<file path="config.mk">
export PLATFORM = sky130hd
export DESIGN_NAME = por_reset_sequencer
export DESIGN_NICKNAME = d
export VERILOG_FILES = /design/src/rtl/por_reset_sequencer.sv
export SDC_FILE = /design/constraint.sdc
export NUM_CORES = 1
export LEC_CHECK = 0
export ABC_AREA = 1
export BUFFER_PORTS_ARGS = -buffer_cell sky130_fd_sc_hd__buf_4
export CAP_MARGIN = 10
export CORE_MARGIN = 2
export CORE_UTILIZATION = 39
export CTS_BUF_LIST = sky130_fd_sc_hd__clkbuf_8 sky130_fd_sc_hd__clkbuf_16
export DETAILED_ROUTE_END_ITERATION = 12
export GPL_ROUTABILITY_DRIVEN = 1
export SYNTH_ARGS = -nofsm -noshare
export SYNTH_HDL_FRONTEND = slang
export SYNTH_SLANG_ARGS = --single-unit
</file>
<file path="constraint.sdc">
create_clock -name i_clk -period 2.8 [get_ports i_clk]
set_clock_uncertainty 0.2 [all_clocks]
set_input_delay 0.28 -clock i_clk [delete_from_list [all_inputs] [get_ports i_clk]]
set_output_delay 0.28 -clock i_clk [all_outputs]
set_load 0.03 [all_outputs]
</file>
<file path="src/rtl/por_reset_sequencer.sv">
// -----------------------------------------------------------------------------
// por_reset_sequencer
//
// Turns the asynchronous, active-low power-on reset from the board supervisor
// into debounced, clock-synchronous, staged reset releases. Stage 0 (clocking
// and configuration logic) is released first. Each later stage follows
// STAGE_DELAY cycles after the one before it. A one-cycle software request
// re-runs the staged release after a short hold, without the power-on debounce.
//
// Ports:
//   i_clk         block clock
//   i_rst         synchronous, active-high block reset (overrides everything)
//   i_por_n       asynchronous active-low reset from the supervisor (0 = reset)
//   i_sw_rst_req  synchronous software reset request, sampled every cycle
//   o_reset_n     staged active-low resets, bit 0 released first
//   o_ready       high while every stage is released (state RUN)
//   o_state       current state: 0 ASSERT, 1 DEBOUNCE, 2 RELEASE, 3 RUN,
//                 4 SW_HOLD
// -----------------------------------------------------------------------------
module por_reset_sequencer #(
  parameter int SYNC_STAGES     = 2,
  parameter int DEBOUNCE_CYCLES = 16,
  parameter int STAGE_DELAY     = 8,
  parameter int NUM_STAGES      = 3,
  parameter int SW_HOLD_CYCLES  = 4
) (
  input  logic                  i_clk,
  input  logic                  i_rst,
  input  logic                  i_por_n,
  input  logic                  i_sw_rst_req,
  output logic [NUM_STAGES-1:0] o_reset_n,
  output logic                  o_ready,
  output logic [2:0]            o_state
);

  // Parameter sanity, caught at elaboration.
  if (SYNC_STAGES < 2) begin : g_err_sync
    $error("por_reset_sequencer: SYNC_STAGES must be >= 2");
  end
  if (DEBOUNCE_CYCLES < 1) begin : g_err_debounce
    $error("por_reset_sequencer: DEBOUNCE_CYCLES must be >= 1");
  end
  if (STAGE_DELAY < 1) begin : g_err_delay
    $error("por_reset_sequencer: STAGE_DELAY must be >= 1");
  end
  if (NUM_STAGES < 1) begin : g_err_stages
    $error("por_reset_sequencer: NUM_STAGES must be >= 1");
  end
  if (SW_HOLD_CYCLES < 1) begin : g_err_hold
    $error("por_reset_sequencer: SW_HOLD_CYCLES must be >= 1");
  end

  localparam int MAX_A   = (DEBOUNCE_CYCLES > STAGE_DELAY) ? DEBOUNCE_CYCLES : STAGE_DELAY;
  localparam int MAX_CYC = (MAX_A > SW_HOLD_CYCLES) ? MAX_A : SW_HOLD_CYCLES;
  localparam int CNT_W   = $clog2(MAX_CYC + 1);
  localparam int IDX_W   = (NUM_STAGES > 1) ? $clog2(NUM_STAGES) : 1;

  // The counter is compared before it increments, so the "last" values below
  // are the counts that complete a wait on the current edge.
  localparam logic [CNT_W-1:0] DEB_LAST   = CNT_W'(DEBOUNCE_CYCLES - 1);
  localparam logic [CNT_W-1:0] STAGE_LAST = CNT_W'(STAGE_DELAY - 1);
  // The hold counter starts at 1 on entry and releases one edge after it
  // reaches SW_HOLD_CYCLES, keeping all resets low for SW_HOLD_CYCLES cycles.
  localparam logic [CNT_W-1:0] HOLD_LAST  = CNT_W'(SW_HOLD_CYCLES);
  localparam logic [IDX_W-1:0] IDX_LAST   = IDX_W'(NUM_STAGES - 1);

  typedef enum logic [2:0] {
    ST_ASSERT   = 3'd0,
    ST_DEBOUNCE = 3'd1,
    ST_RELEASE  = 3'd2,
    ST_RUN      = 3'd3,
    ST_SW_HOLD  = 3'd4
  } state_t;

  // ---------------------------------------------------------------------------
  // Synchronizer: the only logic that looks at i_por_n.
  // ---------------------------------------------------------------------------
  logic [SYNC_STAGES-1:0] r_sync;
  logic                   w_por_s;

  // NOTE: sequential state uses non-blocking assignments so every flop samples
  // the values from before the edge; blocking here would collapse the chain.
  always_ff @(posedge i_clk) begin
    if (i_rst) begin
      r_sync <= '0;
    end else begin
      r_sync <= {r_sync[SYNC_STAGES-2:0], i_por_n};
    end
  end

  assign w_por_s = r_sync[SYNC_STAGES-1];

  // ---------------------------------------------------------------------------
  // Sequencer FSM
  // ---------------------------------------------------------------------------
  state_t                r_state, w_state_nxt;
  logic [CNT_W-1:0]      r_cnt, w_cnt_nxt;
  logic [IDX_W-1:0]      r_idx, w_idx_nxt;
  logic [NUM_STAGES-1:0] r_reset_n, w_reset_n_nxt;
  logic                  r_ready, w_ready_nxt;
  logic                  w_release_first;

  always_comb begin
    // NOTE: every signal gets a default before any branch, so no path leaves
    // one unassigned and no latch is inferred.
    w_state_nxt     = r_state;
    w_cnt_nxt       = r_cnt;
    w_idx_nxt       = r_idx;
    w_reset_n_nxt   = r_reset_n;
    w_ready_nxt     = r_ready;
    w_release_first = 1'b0;

    if (!w_por_s) begin
      // Loss of power-good wins over software requests and counter progress.
      // In ASSERT this simply restates the cleared values.
      w_state_nxt   = ST_ASSERT;
      w_cnt_nxt     = '0;
      w_idx_nxt     = '0;
      w_reset_n_nxt = '0;
      w_ready_nxt   = 1'b0;
    end else begin
      case (r_state)
        ST_ASSERT: begin
          // This edge is the first high sample of the debounce window.
          if (DEBOUNCE_CYCLES == 1) begin
            w_release_first = 1'b1;
          end else begin
            w_state_nxt = ST_DEBOUNCE;
            w_cnt_nxt   = CNT_W'(1);
          end
        end

        ST_DEBOUNCE: begin
          if (r_cnt == DEB_LAST) begin
            w_release_first = 1'b1;
          end else begin
            w_cnt_nxt = r_cnt + CNT_W'(1);
          end
        end

        ST_RELEASE, ST_RUN: begin
          if (i_sw_rst_req) begin
            w_state_nxt   = ST_SW_HOLD;
            w_cnt_nxt     = CNT_W'(1);
            w_idx_nxt     = '0;
            w_reset_n_nxt = '0;
            w_ready_nxt   = 1'b0;
          end else if (r_state == ST_RELEASE) begin
            if (r_cnt == STAGE_LAST) begin
              // Stages are released strictly in index order.
              w_reset_n_nxt[r_idx] = 1'b1;
              w_cnt_nxt            = '0;
              if (r_idx == IDX_LAST) begin
                w_state_nxt = ST_RUN;
                w_ready_nxt = 1'b1;
              end else begin
                w_idx_nxt = r_idx + IDX_W'(1);
              end
            end else begin
              w_cnt_nxt = r_cnt + CNT_W'(1);
            end
          end
        end

        ST_SW_HOLD: begin
          // Further requests are ignored here, so the hold is never extended.
          if (r_cnt == HOLD_LAST) begin
            w_release_first = 1'b1;
          end else begin
            w_cnt_nxt = r_cnt + CNT_W'(1);
          end
        end

        default: begin
          w_state_nxt   = ST_ASSERT;
          w_cnt_nxt     = '0;
          w_idx_nxt     = '0;
          w_reset_n_nxt = '0;
          w_ready_nxt   = 1'b0;
        end
      endcase

      // Common release of stage 0, shared by debounce completion and the end
      // of a software hold.
      if (w_release_first) begin
        w_reset_n_nxt = NUM_STAGES'(1);
        w_cnt_nxt     = '0;
        w_idx_nxt     = IDX_W'(1);
        if (NUM_STAGES == 1) begin
          w_state_nxt = ST_RUN;
          w_ready_nxt = 1'b1;
        end else begin
          w_state_nxt = ST_RELEASE;
          w_ready_nxt = 1'b0;
        end
      end
    end
  end

  always_ff @(posedge i_clk) begin
    if (i_rst) begin
      r_state   <= ST_ASSERT;
      r_cnt     <= '0;
      r_idx     <= '0;
      r_reset_n <= '0;
      r_ready   <= 1'b0;
    end else begin
      r_state   <= w_state_nxt;
      r_cnt     <= w_cnt_nxt;
      r_idx     <= w_idx_nxt;
      r_reset_n <= w_reset_n_nxt;
      r_ready   <= w_ready_nxt;
    end
  end

  // All outputs come straight from flops, so they cannot glitch.
  assign o_reset_n = r_reset_n;
  assign o_ready   = r_ready;
  assign o_state   = r_state;

endmodule

</file>
==> impl_metrics.json <==
{
  "grt_max_degree": 10,
  "crit_fanout": 8,
  "die-height_um": 53.6,
  "nNetsFinal": 180,
  "dr.pass1.iters": 4,
  "yosys.area_share.simple_pct": 35.8,
  "postCtsHoldBufs": 1,
  "required_ns": 2.75,
  "power.density_mw_per_mm2": 398,
  "postSynthAreaPerCell_sq_um": 6.22,
  "ys_types": 15,
  "synth_xor_xnor_area_share_pct": 0.914,
  "setup_viol": 0,
  "via_count": 864,
  "rows": 17,
  "rsz0062_at_grt": "no",
  "wl_per_cell_um": 9.75,
  "drt_iter0_drc": 8,
  "synth-seq-area-share_pct": 33.4,
  "wirelength_um": 1920,
  "path_buf_inv": 2,
  "ys_top_cells_by_area": "dfxtp_1 33%, nand2_1 17%, inv_1 14%",
  "cp-start-kind": "register",
  "post_cts_buffers": 0,
  "cts.sinks": 16,
  "ys_ff_latch": 16,
  "crit_family": "simple AND/OR/NAND/NOR gates",
  "cp_slowest_cell": "dfxtp_1",
  "numCtsBuffers": 3,
  "synth_fa_ha_area_share_pct": 7.83,
  "synth_top_family_by_area": "simple AND/OR/NAND/NOR gates",
  "status": "finished clean",
  "timing.final.hold_violations": 0,
  "synth_area_leader_cell": "dfxtp_1",
  "drc_errors": 0,
  "slew_viol_final": 0,
  "tightest_slew_ns": 0.303,
  "syn_inst": 154,
  "fin_crit_ns": 1.88,
  "cpPeakStageDelay_ns": 0.37,
  "final_cell_mix": "44 x nand2_1, 35 x inv_1, 19 x nor2_1",
  "root_buffer": "clkbuf_8",
  "synth_compound_area_share_pct": 6.79,
  "coreArea_sq_mm": 0.00228,
  "maxCapViolations": 0,
  "p_leak_nw": 0.618,
  "dpl.hpwl_um": 1500,
  "globalplace.congestion": 0.818,
  "ant_nets": 0,
  "whs_ns": 0.0378,
  "cts_tree": "yes",
  "clk_pin_slew_ns": 0.06,
  "synth_mux_area_share_pct": 0,
  "cts_buffer_depth": 2,
  "synthToLayoutAreaGrowth_pct": 18.3,
  "final_common_cell": "nand2_1",
  "h-tree-depth": 1,
  "max_freq_mhz": 532,
  "grt_pass1_wl_um": 3330,
  "clk_latency_ns": 0.25,
  "syn-num-nets": 164,
  "crit_arrival_ns": 1.83,
  "final.setup.tns_ns": 0,
  "grt_pass1_vias": 822,
  "fillers": 230,
  "cts_resized": 0,
  "ir_drop_mv": 0.308,
  "hold_path.class": "primary input to register",
  "multi_input_comb_area_sq_um": 492,
  "critical_path.cell_chain": "ha_1 -> nand2_1 -> nor2_1 -> ha_1 -> nand4_1 -> nand2_2 -> nor2_2 -> inv_2 -> nor2_4 -> nand2_1 -> inv_1",
  "design.die.area_sq_mm": 0.00287,
  "register_area_sq_um": 320,
  "grt_use_total_pct": 15.9,
  "drive_above_1_share_pct": 15.4,
  "avgViaCountPerCell": 4.39,
  "syn-cell-area_sq_um": 958,
  "initial_utilization_pct": 42.1,
  "io_pins": 11,
  "crit_type": "register to register",
  "num_antenna_cells": 0,
  "endpoint_kind": "register",
  "overflow": 0,
  "yosysWarnings": 0,
  "grt_antenna_before_repair": 0,
  "io_buffers": 10,
  "relSlewSlack_pct": 79.6,
  "synth_top_area_share_pct": 33.4,
  "fp.dieW_um": 53.6,
  "period_share_pct": 67.2
}
==> registers in the layout (all words and copies together) (netlist names) <==
| name | flops |
|---|---|
| o_ready | 1 |
| o_reset_n | 3 |
| o_state | 3 |
| r_cnt | 5 |
| r_idx | 2 |
| r_sync | 2 |
==> cell usage after synthesis <==
cell type and n:
ha_1 6, nor2_2 1, nor2_1 19, dfxtp_1 16, xor2_1 1, inv_1 35, nand3_1 6, nand2_1 44
a21oi_1 9, nand4_1 2, nor2_4 2, o21ai_0 4, nand3_2 1, inv_2 4, nand2_2 4
==> worst register-to-register path: cells and delay by family (launching register included) <==
| kind | cells | cell delay, ns |
|---|---|---|
| and+or+nand+nor | 7 | 0.69 |
| DFF | 1 | 0.37 |
| buffers and inverters | 2 | 0.18 |
| adders and majority gates | 2 | 0.34 |
==> logic make-up after synthesis <==
logic type	after synthesis
AO/OA/AOI/OAI	13
XOR/XNOR	1
adder cells (fa/ha/maj)	6
buffers and inverters	39
flip-flops	16
AND/OR/NAND/NOR	79
==> stage by stage <==
step / utilization [%] / total power [mW] / worst slack (ns) / instance area, sq um / std cells
2_1_floorplan: - / 0.245 / 1.11 / 958 / 154
3_3_place_gp: 46.9 / 0.252 / 1.01 / 1070 / 192
3_5_place_dp: 46.9 / 0.252 / 0.923 / 1070 / 192
4_1_cts: 49.8 / 0.462 / 0.900 / 1130 / 197
5_1_grt: 49.8 / 0.466 / 0.730 / 1130 / 197
6_report: 49.8 / 0.451 / 0.919 / 1130 / 197
==> where the power goes <==
group	switching [mW]	total (mW)	internal (mW)
sequential	0.00152	0.231	0.230
clock	0.0786	0.203	0.125
combinational	0.00941	0.0166	0.00724
total	0.0895	0.451	0.362
==> area by class of cell <==
type / instances / share of cell area [%]
multi-input combinational: 99 / 43.4
sequential: 16 / 28.3
inverter: 39 / 12.9
timing repair buffer: 11 / 7.51
clock buffer: 4 / 4.86
tap: 28 / 3.09
==> metal layers <==
metal  track usage [%]  vias to the layer above  wire, um
met4              6.41                        0        16
li1                  -                      482         -
met5                 0                        -         0
met3              2.78                        2        63
met2              24.3                       13       814
met1              22.0                      367      1030
==> path summary, 6_finish.rpt <==
path | from | endpoint | slack [ns] | cells past startpoint
setup / recovery | r_cnt[1]$_SDFFE_PP0P_ | o_ready$_SDFFE_PP0P_ | 0.92 | 11
hold / removal | i_por_n | r_sync[0]$_SDFF_PP0_ | 0.04 | 3
setup reg to reg | r_cnt[1]$_SDFFE_PP0P_ | o_ready$_SDFFE_PP0P_ | 0.92 | 11
hold reg to reg | r_sync[0]$_SDFF_PP0_ | r_sync[1]$_SDFF_PP0_ | 0.20 | 2
Note: power is estimated with default switching activity, not from simulation.
